<file path="src/rtl/vector_issue_queue_pkg.sv">
// Shared constants and helpers for the vector issue queue: register-vector field
// layout, scoreboard sizing and default bundle field widths.
package vector_issue_queue_pkg;

    localparam int VD_LSB  = 0;
    localparam int VS1_LSB = 5;
    localparam int VS2_LSB = 10;
    localparam int VD_EN   = 15;
    localparam int VS1_EN  = 16;
    localparam int VS2_EN  = 17;

    localparam int VREG_COUNT = 32;
    localparam int VREG_W     = 5;

    localparam int SYSTEM_VECTOR_LENGTH_DEF    = 8;
    localparam int RESOURCE_VECTOR_LENGTH_DEF  = 6;
    localparam int REGISTER_VECTOR_LENGTH_DEF  = 24;
    localparam int OPERATION_VECTOR_LENGTH_DEF = 16;

    typedef logic [VREG_W-1:0] vreg_t;

    typedef struct packed {
        vreg_t vd;
        vreg_t vs1;
        vreg_t vs2;
        logic  vd_en;
        logic  vs1_en;
        logic  vs2_en;
    } reg_fields_t;

    // Only the low 18 bits carry operand information; anything above rides along.
    function automatic reg_fields_t decode_reg(input logic [17:0] r);
        reg_fields_t f;
        f.vd     = r[VD_LSB  +: VREG_W];
        f.vs1    = r[VS1_LSB +: VREG_W];
        f.vs2    = r[VS2_LSB +: VREG_W];
        f.vd_en  = r[VD_EN];
        f.vs1_en = r[VS1_EN];
        f.vs2_en = r[VS2_EN];
        return f;
    endfunction

endpackage

</file>
<file path="src/rtl/vector_issue_queue_if.sv">
// Decode-side, back-end-side and writeback signals of the vector issue queue.
// slave = the queue itself, master = the surrounding pipeline.
interface vector_issue_queue_if
    import vector_issue_queue_pkg::*;
#(
    parameter int SYSTEM_VECTOR_LENGTH    = SYSTEM_VECTOR_LENGTH_DEF,
    parameter int RESOURCE_VECTOR_LENGTH  = RESOURCE_VECTOR_LENGTH_DEF,
    parameter int REGISTER_VECTOR_LENGTH  = REGISTER_VECTOR_LENGTH_DEF,
    parameter int OPERATION_VECTOR_LENGTH = OPERATION_VECTOR_LENGTH_DEF,
    parameter int DEPTH                   = 4,
    parameter int PTR_W                   = $clog2(DEPTH)
);
    logic                               flush_i;
    logic                               in_valid_i;
    logic                               in_ready_o;
    logic [SYSTEM_VECTOR_LENGTH-1:0]    in_system_i;
    logic [RESOURCE_VECTOR_LENGTH-1:0]  in_resource_i;
    logic [REGISTER_VECTOR_LENGTH-1:0]  in_register_i;
    logic [OPERATION_VECTOR_LENGTH-1:0] in_operation_i;
    logic                               out_valid_o;
    logic                               out_ready_i;
    logic [SYSTEM_VECTOR_LENGTH-1:0]    out_system_o;
    logic [RESOURCE_VECTOR_LENGTH-1:0]  out_resource_o;
    logic [REGISTER_VECTOR_LENGTH-1:0]  out_register_o;
    logic [OPERATION_VECTOR_LENGTH-1:0] out_operation_o;
    logic                               wb_valid_i;
    vreg_t                              wb_vreg_i;
    logic [PTR_W:0]                     occupancy_o;

    modport slave (
        input  flush_i, in_valid_i, in_system_i, in_resource_i, in_register_i,
               in_operation_i, out_ready_i, wb_valid_i, wb_vreg_i,
        output in_ready_o, out_valid_o, out_system_o, out_resource_o,
               out_register_o, out_operation_o, occupancy_o
    );

    modport master (
        output flush_i, in_valid_i, in_system_i, in_resource_i, in_register_i,
               in_operation_i, out_ready_i, wb_valid_i, wb_vreg_i,
        input  in_ready_o, out_valid_o, out_system_o, out_resource_o,
               out_register_o, out_operation_o, occupancy_o
    );
endinterface

</file>
<file path="src/rtl/vector_issue_queue_scoreboard.sv">
// Busy bit per vector register with three lookup ports. An issue setting a
// register outranks a writeback clearing the same register in the same cycle.
module vector_scoreboard
    import vector_issue_queue_pkg::*;
(
    input  logic            clk_i,
    input  logic            rstn_i,
    input  logic            set_en,
    input  vreg_t           set_vreg,
    input  logic            clr_en,
    input  vreg_t           clr_vreg,
    input  vreg_t [2:0]     rd_vreg,
    output logic  [2:0]     rd_busy
);
    logic [VREG_COUNT-1:0] busy_reg;

    generate
        for (genvar gi = 0; gi < VREG_COUNT; gi++) begin : g_bit
            always_ff @(posedge clk_i or negedge rstn_i) begin
                if (!rstn_i) begin
                    busy_reg[gi] <= 1'b0;
                end else if (set_en && set_vreg == vreg_t'(gi)) begin
                    busy_reg[gi] <= 1'b1;
                end else if (clr_en && clr_vreg == vreg_t'(gi)) begin
                    busy_reg[gi] <= 1'b0;
                end
            end
        end

        for (genvar gi = 0; gi < 3; gi++) begin : g_rd
            assign rd_busy[gi] = busy_reg[rd_vreg[gi]];
        end
    endgenerate
endmodule

</file>
<file path="src/rtl/vector_issue_queue.sv">
// In-order FIFO of decoded vector bundles; the head issues only when none of its
// enabled operands or its destination is marked busy in the scoreboard.
module vector_issue_queue
    import vector_issue_queue_pkg::*;
#(
    parameter int SYSTEM_VECTOR_LENGTH    = SYSTEM_VECTOR_LENGTH_DEF,
    parameter int RESOURCE_VECTOR_LENGTH  = RESOURCE_VECTOR_LENGTH_DEF,
    parameter int REGISTER_VECTOR_LENGTH  = REGISTER_VECTOR_LENGTH_DEF,
    parameter int OPERATION_VECTOR_LENGTH = OPERATION_VECTOR_LENGTH_DEF,
    parameter int DEPTH                   = 4,
    parameter int PTR_W                   = $clog2(DEPTH)
)(
    input  logic                clk_i,
    input  logic                rstn_i,
    vector_issue_queue_if.slave bus
);
    localparam int S_W = SYSTEM_VECTOR_LENGTH;
    localparam int R_W = RESOURCE_VECTOR_LENGTH;
    localparam int G_W = REGISTER_VECTOR_LENGTH;
    localparam int O_W = OPERATION_VECTOR_LENGTH;
    localparam int BUNDLE_W = S_W + R_W + G_W + O_W;
    localparam logic [PTR_W:0] FULL_COUNT = (PTR_W + 1)'(DEPTH);

    logic [BUNDLE_W-1:0] mem [DEPTH];
    logic [PTR_W-1:0]    wr_ptr_reg;
    logic [PTR_W-1:0]    rd_ptr_reg;
    logic [PTR_W:0]      count_reg;

    logic                full;
    logic                empty;
    logic                enq;
    logic                iss;
    logic                hazard;
    logic                out_valid;
    logic [BUNDLE_W-1:0] head;
    logic [G_W-1:0]      head_register;
    reg_fields_t         head_fields;
    vreg_t [2:0]         sb_rd_vreg;
    logic  [2:0]         sb_rd_busy;

    assign full  = (count_reg == FULL_COUNT);
    assign empty = (count_reg == '0);

    // Show-ahead: the head entry is exposed combinationally.
    assign head          = mem[rd_ptr_reg];
    assign head_register = head[O_W +: G_W];
    assign head_fields   = decode_reg(head_register[17:0]);

    assign sb_rd_vreg = {head_fields.vd, head_fields.vs2, head_fields.vs1};

    vector_scoreboard u_sb (
        .clk_i    (clk_i),
        .rstn_i   (rstn_i),
        .set_en   (iss && head_fields.vd_en),
        .set_vreg (head_fields.vd),
        .clr_en   (bus.wb_valid_i),
        .clr_vreg (bus.wb_vreg_i),
        .rd_vreg  (sb_rd_vreg),
        .rd_busy  (sb_rd_busy)
    );

    assign hazard = (head_fields.vs1_en && sb_rd_busy[0]) ||
                    (head_fields.vs2_en && sb_rd_busy[1]) ||
                    (head_fields.vd_en  && sb_rd_busy[2]);

    assign out_valid = !empty && !hazard;
    // Flush discards any handshake in its cycle, including the scoreboard set.
    assign enq = bus.in_valid_i && !full && !bus.flush_i;
    assign iss = out_valid && bus.out_ready_i && !bus.flush_i;

    assign bus.in_ready_o      = !full;
    assign bus.out_valid_o     = out_valid;
    assign bus.occupancy_o     = count_reg;
    assign bus.out_system_o    = head[O_W + G_W + R_W +: S_W];
    assign bus.out_resource_o  = head[O_W + G_W +: R_W];
    assign bus.out_register_o  = head_register;
    assign bus.out_operation_o = head[0 +: O_W];

    always_ff @(posedge clk_i) begin
        if (enq) begin
            mem[wr_ptr_reg] <= {bus.in_system_i, bus.in_resource_i,
                                bus.in_register_i, bus.in_operation_i};
        end
    end

    always_ff @(posedge clk_i or negedge rstn_i) begin
        if (!rstn_i) begin
            wr_ptr_reg <= '0;
            rd_ptr_reg <= '0;
            count_reg  <= '0;
        end else if (bus.flush_i) begin
            wr_ptr_reg <= '0;
            rd_ptr_reg <= '0;
            count_reg  <= '0;
        end else begin
            if (enq) wr_ptr_reg <= wr_ptr_reg + PTR_W'(1);
            if (iss) rd_ptr_reg <= rd_ptr_reg + PTR_W'(1);
            case ({enq, iss})
                2'b10:   count_reg <= count_reg + (PTR_W + 1)'(1);
                2'b01:   count_reg <= count_reg - (PTR_W + 1)'(1);
                default: count_reg <= count_reg;
            endcase
        end
    end
endmodule

</file>
<file path="src/flat_wrapper.sv">
// flat-port wrapper written by rule: the top's interface ports become plain ports
module vector_issue_queue_flat import vector_issue_queue_pkg::*;
#(
    parameter int SYSTEM_VECTOR_LENGTH    = SYSTEM_VECTOR_LENGTH_DEF,
    parameter int RESOURCE_VECTOR_LENGTH  = RESOURCE_VECTOR_LENGTH_DEF,
    parameter int REGISTER_VECTOR_LENGTH  = REGISTER_VECTOR_LENGTH_DEF,
    parameter int OPERATION_VECTOR_LENGTH = OPERATION_VECTOR_LENGTH_DEF,
    parameter int DEPTH                   = 4,
    parameter int PTR_W                   = $clog2(DEPTH)
)
  (clk_i, rstn_i, bus_flush_i, bus_in_valid_i, bus_in_system_i, bus_in_resource_i, bus_in_register_i, bus_in_operation_i, bus_out_ready_i, bus_wb_valid_i, bus_wb_vreg_i, bus_in_ready_o, bus_out_valid_o, bus_out_system_o, bus_out_resource_o, bus_out_register_o, bus_out_operation_o, bus_occupancy_o);
  vector_issue_queue_if #(.SYSTEM_VECTOR_LENGTH(SYSTEM_VECTOR_LENGTH), .RESOURCE_VECTOR_LENGTH(RESOURCE_VECTOR_LENGTH), .REGISTER_VECTOR_LENGTH(REGISTER_VECTOR_LENGTH), .OPERATION_VECTOR_LENGTH(OPERATION_VECTOR_LENGTH), .DEPTH(DEPTH), .PTR_W(PTR_W)) bus_i ();
  input  logic clk_i;
  input  logic rstn_i;
  input wire logic [$bits(bus_i.flush_i)-1:0] bus_flush_i;
  input wire logic [$bits(bus_i.in_valid_i)-1:0] bus_in_valid_i;
  input wire logic [$bits(bus_i.in_system_i)-1:0] bus_in_system_i;
  input wire logic [$bits(bus_i.in_resource_i)-1:0] bus_in_resource_i;
  input wire logic [$bits(bus_i.in_register_i)-1:0] bus_in_register_i;
  input wire logic [$bits(bus_i.in_operation_i)-1:0] bus_in_operation_i;
  input wire logic [$bits(bus_i.out_ready_i)-1:0] bus_out_ready_i;
  input wire logic [$bits(bus_i.wb_valid_i)-1:0] bus_wb_valid_i;
  input wire logic [$bits(bus_i.wb_vreg_i)-1:0] bus_wb_vreg_i;
  output wire logic [$bits(bus_i.in_ready_o)-1:0] bus_in_ready_o;
  output wire logic [$bits(bus_i.out_valid_o)-1:0] bus_out_valid_o;
  output wire logic [$bits(bus_i.out_system_o)-1:0] bus_out_system_o;
  output wire logic [$bits(bus_i.out_resource_o)-1:0] bus_out_resource_o;
  output wire logic [$bits(bus_i.out_register_o)-1:0] bus_out_register_o;
  output wire logic [$bits(bus_i.out_operation_o)-1:0] bus_out_operation_o;
  output wire logic [$bits(bus_i.occupancy_o)-1:0] bus_occupancy_o;
  assign bus_i.flush_i = bus_flush_i;
  assign bus_i.in_valid_i = bus_in_valid_i;
  assign bus_i.in_system_i = bus_in_system_i;
  assign bus_i.in_resource_i = bus_in_resource_i;
  assign bus_i.in_register_i = bus_in_register_i;
  assign bus_i.in_operation_i = bus_in_operation_i;
  assign bus_i.out_ready_i = bus_out_ready_i;
  assign bus_i.wb_valid_i = bus_wb_valid_i;
  assign bus_i.wb_vreg_i = bus_wb_vreg_i;
  assign bus_in_ready_o = bus_i.in_ready_o;
  assign bus_out_valid_o = bus_i.out_valid_o;
  assign bus_out_system_o = bus_i.out_system_o;
  assign bus_out_resource_o = bus_i.out_resource_o;
  assign bus_out_register_o = bus_i.out_register_o;
  assign bus_out_operation_o = bus_i.out_operation_o;
  assign bus_occupancy_o = bus_i.occupancy_o;
  vector_issue_queue #(.SYSTEM_VECTOR_LENGTH(SYSTEM_VECTOR_LENGTH), .RESOURCE_VECTOR_LENGTH(RESOURCE_VECTOR_LENGTH), .REGISTER_VECTOR_LENGTH(REGISTER_VECTOR_LENGTH), .OPERATION_VECTOR_LENGTH(OPERATION_VECTOR_LENGTH), .DEPTH(DEPTH), .PTR_W(PTR_W)) u_core (.clk_i(clk_i), .rstn_i(rstn_i), .bus(bus_i));
endmodule
</file>
<file path="config.mk">
export PLATFORM = sky130hd
export DESIGN_NAME = vector_issue_queue_flat
export DESIGN_NICKNAME = d
export VERILOG_FILES = /design/src/rtl/vector_issue_queue_pkg.sv /design/src/rtl/vector_issue_queue_if.sv /design/src/rtl/vector_issue_queue_scoreboard.sv /design/src/rtl/vector_issue_queue.sv /design/src/flat_wrapper.sv
export SDC_FILE = /design/constraint.sdc
export NUM_CORES = 1
export LEC_CHECK = 0
export CAP_MARGIN = 20
export CORE_AREA = 2 2 157 159
export DETAILED_ROUTE_END_ITERATION = 6
export DIE_AREA = 0 0 159 161
export PLACE_DENSITY = 0.68
export SYNTH_ARGS = -nofsm -noshare
export SYNTH_HDL_FRONTEND = slang
export SYNTH_SLANG_ARGS = --single-unit
</file>
<file path="constraint.sdc">
create_clock -name clk_i -period 3.19 [get_ports clk_i]
set_input_delay 0.4785 -clock clk_i [delete_from_list [all_inputs] [get_ports clk_i]]
set_output_delay 0.4785 -clock clk_i [all_outputs]
set_load 0.01 [all_outputs]
</file>
# ---- Yosys cells after proc, flatten, opt, wreduce, memory -nomap -nowiden
# Memories as Yosys holds them, arrays and structs flattened.
# Index checks and enable logic that the tools add are counted.
dict set report word_totals {
  reg_bits 39
  ramBits 216
  in_bits 65
  output_inout_bits 59
  word_cells 303
  mem_count 1
}
# memory depth word_bits read_ports rd_ports_with_merged_regs write_ports line_no
set memory_table {}
lappend memory_table {u_core.mem 4 54 1 0 1 vector_issue_queue.sv:24} ;# logic [BUNDLE_W-1:0] mem [DEPTH];
dict set report op_classes {
  n_addsub 4
  order_cmp 3
  n_eq_ne 65
  n_mux 78
  n_reduce_logical 117
}
# cell count
set op_table {}
lappend op_table {{$eq A5 B5 Y1 const B} 32}
lappend op_table {{$eq A5 B4 Y1 const B} 16}
lappend op_table {{$logic_and A1 B1 Y1} 73}
lappend op_table {{$mux W1} 69}
lappend op_table {{$reduce_bool A2 Y1} 34}
lappend op_table {{$eq A5 B3 Y1 const B} 8}
lappend op_table {{$eq A5 B2 Y1 const B} 4}
lappend op_table {{$lt A5 B6 Y1 const B} 3}
lappend op_table {{$bmux W1 S5} 3}
lappend op_table {{$eq A5 B1 Y1 const B} 2}
lappend op_table {{$logic_not A5 Y1} 2}
lappend op_table {{$mux W2} 4}
lappend op_table {{$pmux W3 S2} 1}
lappend op_table {{$add A2 B1 Y2 const B} 2}
lappend op_table {{$logic_not A1 Y1} 4}
lappend op_table {{$add A3 B1 Y3 const B} 1}
lappend op_table {{$eq A3 B3 Y1 const B} 1}
lappend op_table {{$logic_not A3 Y1} 1}
lappend op_table {{$mux W3} 1}
lappend op_table {{$reduce_bool A3 Y1} 1}
lappend op_table {{$sub A3 B1 Y3 const B} 1}
lappend op_table {{$eq A2 B1 Y1 const B} 1}
lappend op_table {{$eq A2 B2 Y1 const B} 1}
lappend op_table {{$logic_or A1 B1 Y1} 2}

# ---- Longest topological paths before layout
# An unclocked memory read counts as a cell.
dict set report logic_depth {
  word_depth 13
  depth_mapped 15
  depth_no_buf 13
}

# ---- By module
# From an unflattened synthesis, not the netlist that was laid out.
dict set report unflattened {
  hier_cells 590
  area_unflattened_um2 10557.6
}
# mod instances cells_each area_each_um2 seq_area_each_um2
set modules_own_cells {}
lappend modules_own_cells {vector_issue_queue 1 337 8287.9 6661.4}
lappend modules_own_cells {vector_scoreboard 1 253 2269.7 800.8}

# ---- Worst setup path after synthesis
# Ideal clock, no wire load.
dict set report synth_path {
  path_kind {register to register}
  from {reg u_core.rd_ptr_reg[0]}
  to {reg u_core.count_reg[2] (netlist: u_core.bus.occupancy_o[2])}
  setup_time_ps 128
  arrival_time_ps 3298
  t_required_ps 3062
  slack_ps -235
  stages_incl_launch_ff 16
  path_buffers 3
  synth_period_minus_slack_ps 3425
  cell_sequence {dfrtp_1 > buf_6 > mux4_2 > buf_6 > buf_2 > mux2i_1 > a22oi_1 > a21oi_1 > a211oi_1 > nand3b_2 > nand4_4 > nor3b_1 > fa_1 > and3_1 > mux2i_1 > mux2_1}
}
dict set report synth_between {
  elab_chain_cells 13
  elab_cells_between_ends 21
  classes_between {eq/ne (2); mux (8); reduce/logical (10); memory (1)}
}
# element line_no
set synth_rtl {}
lappend synth_rtl {{from (decl)} vector_issue_queue.sv:26} ;# logic [PTR_W-1:0] rd_ptr_reg;
lappend synth_rtl {{from (signal assigned)} vector_issue_queue.sv:97} ;# if (iss) rd_ptr_reg <= rd_ptr_reg + PTR_W'(1);
lappend synth_rtl {{$mem_v2 Z4 W54 *} n/a}
lappend synth_rtl {{named net bus_out_register_o[5]} flat_wrapper.sv:28} ;# output wire logic [$bits(bus_i.out_register_o)-1:0] bus_out_register_o;
lappend synth_rtl {{$bmux W1 S5 *} vector_issue_queue_scoreboard.sv:31} ;# assign rd_busy[gi] = busy_reg[rd_vreg[gi]];
lappend synth_rtl {{$mux W1 (not written as such) *} vector_issue_queue_scoreboard.sv:31}
lappend synth_rtl {{$logic_and A1 B1 Y1 *} vector_issue_queue.sv:62} ;# assign hazard = (head_fields.vs1_en && sb_rd_busy[0]) ||
lappend synth_rtl {{$logic_or A1 B1 Y1 *} vector_issue_queue.sv:62}
lappend synth_rtl {{$logic_or A1 B1 Y1 *} vector_issue_queue.sv:63} ;# (head_fields.vs2_en && sb_rd_busy[1]) ||
lappend synth_rtl {{$logic_not A1 Y1 *} vector_issue_queue.sv:66} ;# assign out_valid = !empty && !hazard;
lappend synth_rtl {{$logic_and A1 B1 Y1 *} vector_issue_queue.sv:66}
lappend synth_rtl {{$logic_and A1 B1 Y1 * (2 in a row)} vector_issue_queue.sv:69} ;# assign iss = out_valid && bus.out_ready_i && !bus.flush_i;
lappend synth_rtl {{$eq A2 B1 Y1 / $eq A2 B2 Y1 (equally long branches)} vector_issue_queue.sv:98} ;# case ({enq, iss})
lappend synth_rtl {{$pmux W3 S2} vector_issue_queue.sv:98}
lappend synth_rtl {{$mux W3} vector_issue_queue.sv:91} ;# end else if (bus.flush_i) begin
lappend synth_rtl {{to (signal assigned)} vector_issue_queue.sv:99} ;# 2'b10: count_reg <= count_reg + (PTR_W + 1)'(1);
lappend synth_rtl {{to (signal assigned)} vector_issue_queue.sv:100} ;# 2'b01: count_reg <= count_reg - (PTR_W + 1)'(1);
lappend synth_rtl {{to (signal assigned)} vector_issue_queue.sv:101} ;# default: count_reg <= count_reg;
lappend synth_rtl {{to (decl)} vector_issue_queue.sv:27} ;# logic [PTR_W:0] count_reg;
# Mark *: on every way through the listed nets, which the timed path passes. The rest lies on a longest branch. The select of a mux whose other input is x is not followed.
# A chain may end at the register's enable or synchronous reset.

# ---- Worst setup path after layout
dict set report layout_path {
  from {reg u_core.rd_ptr_reg[0]}
  to {out bus_out_valid_o}
}
dict set report layout_between {
  elab_chain_cells 8
  elab_cells_between_ends 14
  classes_between {mux (6); reduce/logical (7); memory (1)}
}
# element line_no
set layout_rtl {}
lappend layout_rtl {{$mem_v2 Z4 W54 *} n/a}
lappend layout_rtl {{$bmux W1 S5} vector_issue_queue_scoreboard.sv:31}
lappend layout_rtl {{$mux W1 (not written as such)} vector_issue_queue_scoreboard.sv:31}
lappend layout_rtl {{$logic_and A1 B1 Y1 (on tied branches)} {vector_issue_queue.sv:62, vector_issue_queue.sv:63}}
lappend layout_rtl {{$logic_or A1 B1 Y1} vector_issue_queue.sv:62}
lappend layout_rtl {{$logic_or A1 B1 Y1 *} vector_issue_queue.sv:63}
lappend layout_rtl {{$logic_not A1 Y1 *} vector_issue_queue.sv:66}
lappend layout_rtl {{$logic_and A1 B1 Y1 *} vector_issue_queue.sv:66}
lappend layout_rtl {{to (decl)} flat_wrapper.sv:25} ;# output wire logic [$bits(bus_i.out_valid_o)-1:0] bus_out_valid_o;
# Every way passes the cells marked *; elsewhere a longest branch is shown, timed or not. The select of a mux whose other input is x is not followed.

==> out/results.txt <==
result of the run: finished, violations left
failing checks: setup timing
die height: 161 um
Final Setup Violations: 5
complex-gate fraction of the synthesized area: 5.63%
part of the power in combinational logic: 29.9%
# IOs: 124
leakage power figure: 4.68 nW
TritonCTS clock tree: built
unrepaired setup endpoints after global routing: yes
post-synth net total: 653
number of buffers created by CTS: 27
number of flip-flops under the largest register name: 216
synth unique cells: 42
average wire length per cell after detail routing: 22.2 um
cell at the root of the clock tree: sky130_fd_sc_hd__clkbuf_16
growth of design area from synthesis to finish: 29.4%
net switching share of the total power: 27.5%
effective utilization at floorplan: 44.0%
worst hold-check slack: 312 ps
register cell area after layout: 0.00747 mm^2
buffer depth of the longest clock path: 3
layout cells sized above 1: 24.1%
Total Nets Final: 842
number of remaining DRC errors: 0
first-pass GRT wire length: 38.0 mm
critical setup path kind: reg2out
parity-gate share of the synthesized area counting xor and xnor cells: 0.321%
RePlAce Congestion: 0.860
count of pins over their slew limit: 0
aggregate routed wire length: 24.7 mm
synthesis-stage register bit count: 255
peak ir drop on the vdd network: 0.554 mV
Final Instance Count excl. Fillers: 1113
clock period minus worst slack: 3550 ps
placement row count: 57
worst skew pair latency: 520 ps
fraction of synthesized area in multiplexers: 16.7%
number of global-route vias before repair: 6550
final setup TNS: -928 ps
Max stage delay cell, worst path: sky130_fd_sc_hd__mux4_2
count of antenna-violating nets left after detailed routing: 0
quantity of I/O buffers inserted on ports: 123
routed vias/inst: 5.49
transition at the pin with the smallest max-transition slack: 557 ps
async set or reset register ratio after synthesis: 15.3%
floorplan core area: 0.0240 mm^2
Critical Path Sink Type: output port
number of enable-type register cells in the synthesized netlist: 216
relative max-transition margin: 62.8%
most common cell after layout, fill and taps aside: sky130_fd_sc_hd__edfxtp_1
final setup skew: 12.5 ps
number of DRC markers in iteration 0: 411
Largest delay share family, worst path: compound AO/OA/AOI/OAI gates
CP cell instances: buf_4 -> mux4_2 -> nor2b_1 -> a22o_1 -> a221oi_1 -> o31a_1 -> a31oi_4 -> and3_4 -> buf_6
Final Cycle Share: 111%
number of antenna repair diodes: 0
power per cell area: 730 mW/mm^2
total area of multi-input combinational cells: 0.00307 mm^2
Sequential Power Share: 40.3%
global router's overall resource usage: 19.3%
clock transition at the registers of the reported paths: 60 ps
drt first pass iters: 5
simple-gate area share of the yosys netlist: 4.65%
quantity of hold-fixing buffers added after cts: 0
Setup WS post-layout: -359 ps
Min-Delay Path Class: in2async
required time of the critical path: 2710 ps
instance count of the mapped netlist: 583
number of sinks handled by clock tree synthesis: 255
overflow left after global routing: 0
sort of element at the start of the critical path: flip-flop
Placed Cells: 1056
total number of vias: 6107
CTS H-Tree Depth: 1
largest net degree at the start of global routing: 55
Chip Width: 159 um
slowest stage delay, CP: 560 ps
CP Data Arrival Time: 3070 ps
share of power burned in the clock network: 29.8%
Sw Pwr: 2.73 mW
MaxCap Viol Count: 0
Post-Synth Adder-Cell Area: 0.665%
Post-Synthesis Mean Instance Area: 18.1 um^2
Die ar.: 0.0256 mm^2
post-detailed-placement half-perimeter wirelength: 16.8 mm
Yosys warning total: 0
Most used DFF post-synth: sky130_fd_sc_hd__edfxtp_1
summed instance area of the synthesized netlist: 0.0105 mm^2
Max Clock Freq: 0.282 GHz
total count of hold-check failures in the final report: 0
count of buffer and inverter cells on the critical path: 2
Filler Cells Inserted: 1888
Internal Dissipation: 7.22 mW
sequential share of the synthesized area: 70.8%
dominant combinational cell family by area after synthesis: multiplexers
most frequent cells in the layout: sky130_fd_sc_hd__edfxtp_1, sky130_fd_sc_hd__clkdlybuf4s50_1, sky130_fd_sc_hd__mux4_2
critical-path maximum fanout: 8
initial antenna violation count: 0
-- cells in the mapped netlist (8+ instances only) --
master | count | area share (%)
sky130_fd_sc_hd__edfxtp_1 | 216 | 62
sky130_fd_sc_hd__mux4_2 | 56 | 12
sky130_fd_sc_hd__mux2i_1 | 46 | 4.4
sky130_fd_sc_hd__dfrtp_1 | 39 | 9.3
sky130_fd_sc_hd__o21ai_1 | 33 | 1.6
sky130_fd_sc_hd__o21ai_0 | 32 | 1.5
sky130_fd_sc_hd__a22oi_1 | 18 | 1.3
sky130_fd_sc_hd__nand2_1 | 15 | 0.53
sky130_fd_sc_hd__nor2b_1 | 13 | 0.77
sky130_fd_sc_hd__nor2_1 | 11 | 0.39
sky130_fd_sc_hd__a21oi_1 | 10 | 0.47
sky130_fd_sc_hd__and2_1 | 9 | 0.53
sky130_fd_sc_hd__clkbuf_1 | 9 | 0.32
sky130_fd_sc_hd__nand4_1 | 9 | 0.53
sky130_fd_sc_hd__buf_2 | 8 | 0.38
-- area by class of cell --
cell class	count	share of cell area (%)
Clock buffer	40	5.76
Clock inverter	6	0.459
Inverter	5	0.138
Multi-Input combinational cell	299	22.5
Sequential cell	255	54.7
Tap cell	324	2.97
Timing Repair Buffer	184	13.4
-- worst register-to-register path: stages (launching register included) --
cell	delay (ps)
sky130_fd_sc_hd__dfrtp_4	470
sky130_fd_sc_hd__buf_4	140
sky130_fd_sc_hd__mux4_2	530
sky130_fd_sc_hd__and2_4	210
sky130_fd_sc_hd__a22oi_1	230
sky130_fd_sc_hd__a211oi_2	110
sky130_fd_sc_hd__nor4_2	350
sky130_fd_sc_hd__nand2_1	130
sky130_fd_sc_hd__buf_4	160
sky130_fd_sc_hd__nand4_4	60
sky130_fd_sc_hd__nor3b_2	60
sky130_fd_sc_hd__fa_2	330
sky130_fd_sc_hd__and3_1	150
sky130_fd_sc_hd__mux2i_1	140
sky130_fd_sc_hd__mux2_1	340
-- logic make-up after synthesis --
| family | Yosys count |
|---|---|
| xor+xnor | 3 |
| mux | 105 |
| fa+ha+maj | 5 |
| simple gates | 85 |
| flops | 255 |
| buf+inv | 29 |
| compound gates | 101 |
-- path summary, 6_finish.rpt --
kind / start / to / slack (ps) / depth (start not counted)
setup reg to reg: u_core.rd_ptr_reg[0]$_DFFE_PN0P_ / u_core.bus.occupancy_o[2]$_DFFE_PN0P_ / -350 / 14
hold reg to reg: u_core.wr_ptr_reg[1]$_DFFE_PN0P_ / u_core.wr_ptr_reg[1]$_DFFE_PN0P_ / 600 / 2
setup / recovery: u_core.rd_ptr_reg[0]$_DFFE_PN0P_ / bus_out_valid_o / -360 / 9
hold / removal: rstn_i / u_core.u_sb.busy_reg[19]$_DFFE_PN0P_ / 310 / 1
max in group asynchronous: rstn_i / u_core.rd_ptr_reg[0]$_DFFE_PN0P_ / 2210 / 2
min in group clk_i: bus_in_resource_i[2] / u_core.mem[2][42]$_DFFE_PP_ / 590 / 1
-- timing repair --
action	4_1_cts	5_1_grt
resized for setup	24	16
pin swaps	8	9
setup endpoints to repair	57	37
buffers inserted	8	3
-- metal layers --
layer / vias up / track usage, % / wire [um]
li1: 2739 / - / -
met4: 0 / 6.98 / 847
met5: - / 0 / 0
met2: 212 / 31.8 / 12100
met3: 52 / 5.26 / 1730
met1: 3104 / 24.8 / 10100
-- power by group through the flow --
| stage | Sequential [mW] | Combinational (mW) | Clock (mW) |
|---|---|---|---|
| CTS | 4.01 | 2.90 | 3.03 |
| finish | 4.01 | 2.98 | 2.97 |
| floorplan | 4.02 | 1.55 | 0 |
| global placement | 4.07 | 2.70 | 0 |
| global route | 4.03 | 3.19 | 3.16 |
| detailed placement | 4.08 | 2.73 | 0 |
-- through the flow --
step | utilization, % | area (um^2) | total power [mW] | setup WS [ps]
finish | 56.9 | 13600 | 9.96 | -359
global route | 56.9 | 13600 | 10.4 | -546
CTS | 56.5 | 13500 | 9.93 | -368
detailed placement | 52.4 | 12600 | 6.81 | -473
global placement | 52.4 | 12600 | 6.77 | -393
floorplan | - | 10600 | 5.56 | -164
Power figures use the tool's default switching activity.
==> patch, RTL diff (same settings) <==
Set the package constant `VREG_COUNT` to 64 (it was 32).
--- a/src/rtl/vector_issue_queue_pkg.sv
+++ b/src/rtl/vector_issue_queue_pkg.sv
@@ -10,5 +10,5 @@
     localparam int VS2_EN  = 17;
 
-    localparam int VREG_COUNT = 32;
+    localparam int VREG_COUNT = 64;
     localparam int VREG_W     = 5;
 
Behaviour: unchanged (Yosys induction, for registers that start in step).
==> patch against the unedited design <==
The flow still finishes with violations (setup timing). Register-to-register slack got worse by 0.16 ns. Routed wire length about the same. Sequential cell count unchanged. Worst setup slack got worse by 0.15 ns. Non-clock buffer count increased by 2. Cell area increased by 2.2%. Power increased by 11%. Synthesized area increased by 2.4%. Largest cell class unchanged. Largest power group unchanged.
==> patch: results (changes against the unedited design) <==
- The number of buffers added by the clock tree synthesis step is 28 (+3.7%).
- The number of port buffers was 123 (unchanged).
- The diode insertion count for antenna repair was 0 (unchanged).
- The total number of vias was 6,225 (+1.9%).
- The post-synthesis average cell area is 18.2 µm² (+0.82%).
- The run finished, with violations left.
- The number of antenna violations at the first check in global routing is 0 (unchanged).
- The first-pass GRT wire length is 39,100 µm (+2.7%).
- The initial detailed-routing violation count is 424 (+3.2%).
- The number of global-route vias before repair is 6,784 (+3.6%).
- After synthesis, the cell types taking the most area are edfxtp_1 60%, mux4_2 11%, dfrtp_1 9.0%.
- The data arrival time of the critical path is 4.12 ns (+1.05 ns).
- The slew at the pin with the worst max-slew slack is 0.944 ns (+0.387 ns).
- The post-detailed-placement cell area is 12,800 µm² (+1.9%).
- The count of final setup violators was 4 (-1).
- The fraction of synthesis flops using an asynchronous set or reset pin is 0.153 (unchanged).
- The latest clock arrival within the worst-skew pair is 0.56 ns (+0.04 ns).
- Counting instances in the post-synthesis netlist gives the leading cell types as 216 x edfxtp_1, 53 x mux4_2, 48 x mux2i_1.
- The number of placed cells counting well taps is 1,068 (+1.1%).
- The post-synthesis cell type count is 56 (+33%).
- The detailed-routing iteration count for the pre-antenna-repair pass is 5 (unchanged).
- The sequential fraction of the synthesis area is 0.692 (-0.0164).
- The reported net switching power came to 3270 µW (+19%).
- The maximum ir drop on the vdd rail is 0.516 mV (-7.0%).
- The maximum net fanout on the critical path was 6 (-2).
- The final weighted congestion in routability-driven placement is 0.901 (+4.8%).
- The detailed placer's ending HPWL is 16,700 µm (-0.57%).
- The final sum of negative setup slack is -1.30 ns (-0.372 ns).
- The number of nets in the layout was 849 (+0.83%).
- The level count of the clock H-tree is 1 (unchanged).
- The fraction of layout instances using a drive strength above 1 is 0.251 (+0.0101).
- The number of synthesized flops with an enable pin is 216 (unchanged).
- The worst hold path belongs to the class input pin to asynchronous set/reset pin.
- The most used flip-flop cell after synthesis is edfxtp_1.
- The checks that failed: setup timing.
- The flip-flop count of the largest register, all copies and words added is 216 (unchanged).
- The clock tree buffer depth was 3 (unchanged).
- The combined global-route utilization of all metal layers came to 0.196 (+0.00333).
- The leakage dissipation is 0.00485 µW (+3.7%).
- The detail-routed net length per standard cell was 22.0 µm (-0.98%).
- The count of synthesis-stage warnings from yosys is 0 (unchanged).
- The final worst setup slack is -0.513 ns (-0.154 ns).
- The pin count of the biggest net entering global routing is 49 (-11%).
- The worst clock skew is 0.0376 ns (+0.0251 ns).
- The total wire length after detailed routing is 24,700 µm (about the same).
- The net count of the mapped netlist is 662 (+1.4%).
## patch: cells by family after synthesis
| logic type | share of synthesized area |
|---|---|
| multiplexers | 0.166 |
| XOR/XNOR | 0.00394 |
| AND/OR/NAND/NOR | 0.0472 |
| AO/OA/AOI/OAI | 0.0646 |
| buffers and inverters | 0.0202 |
| adder cells (fa/ha/maj) | 0.00649 |
| flip-flops | 0.692 |
## patch: worst max-delay path: stages (launching register included)
cell	delay, ns
dfrtp_4	0.45
mux4_2	0.62
buf_6	0.17
mux2i_1	0.11
mux4_2	0.49
a21boi_2	0.13
nor4b_4	0.25
a31oi_4	0.09
buf_6	0.15
nand3_4	0.06
nor3_4	0.05
fa_2	0.36
and3_4	0.16
mux2i_2	0.18
mux2_4	0.32
## patch: layout make-up
class	instances	area, µm²
Sequential cell	255	7470
Timing Repair Buffer	186	1850
Clock inverter	19	253
Tap cell	324	405
Inverter	4	15.0
Multi-Input combinational cell	304	3230
Clock buffer	33	719
Fill cell	1826	10000
## patch: power groups by stage
stage | combinational, µW | clock (µW) | sequential [µW]
4_1_cts | 3560 | 3390 | 4090
2_1_floorplan | 2090 | 0 | 4080
3_3_place_gp | 3440 | 0 | 4140
3_5_place_dp | 3470 | 0 | 4150
5_1_grt | 3930 | 3540 | 4110
6_report | 3660 | 3320 | 4090
## patch: layer usage
metal / GRT usage / routed length (µm) / vias to the layer above / part of all wire
met5: 0 / 0 / - / 0
met4: 0.0430 / 433 / 0 / 0.018
met3: 0.0570 / 1760 / 37 / 0.071
met2: 0.329 / 12300 / 185 / 0.50
met1: 0.257 / 10200 / 3211 / 0.41
li1: - / - / 2792 / -
## patch: repair_timing
item                       in CTS  in global routing
pin swaps                       0                  1
buffers inserted                3                  2
gates resized for setup        12                 18
setup endpoints to repair       5                 28
## patch: path summary, 6_finish.rpt
kind                                             end  slack [ns]                     start  cells past startpoint
setup / recovery           u_core.bus.occupancy_o[2]       -0.51      u_core.rd_ptr_reg[0]                     14
hold / removal              u_core.u_sb.busy_reg[27]        0.09                    rstn_i                      1
setup reg to reg           u_core.bus.occupancy_o[2]       -0.51      u_core.rd_ptr_reg[0]                     14
hold reg to reg             u_core.u_sb.busy_reg[16]        0.60  u_core.u_sb.busy_reg[16]                      2
max in group asynchronous       u_core.rd_ptr_reg[0]        2.40                    rstn_i                      1
min in group clk_i                 u_core.mem[1][39]        0.55     bus_in_register_i[23]                      1
## patch: metrics by stage
stage / worst slack [ns] / utilization / power (µW)
2_1_floorplan: -0.232 / - / 6170
6_report: -0.513 / 0.582 / 11100
3_5_place_dp: -0.427 / 0.534 / 7620
3_3_place_gp: -0.285 / 0.534 / 7590
5_1_grt: -0.646 / 0.582 / 11600
4_1_cts: -0.541 / 0.577 / 11000
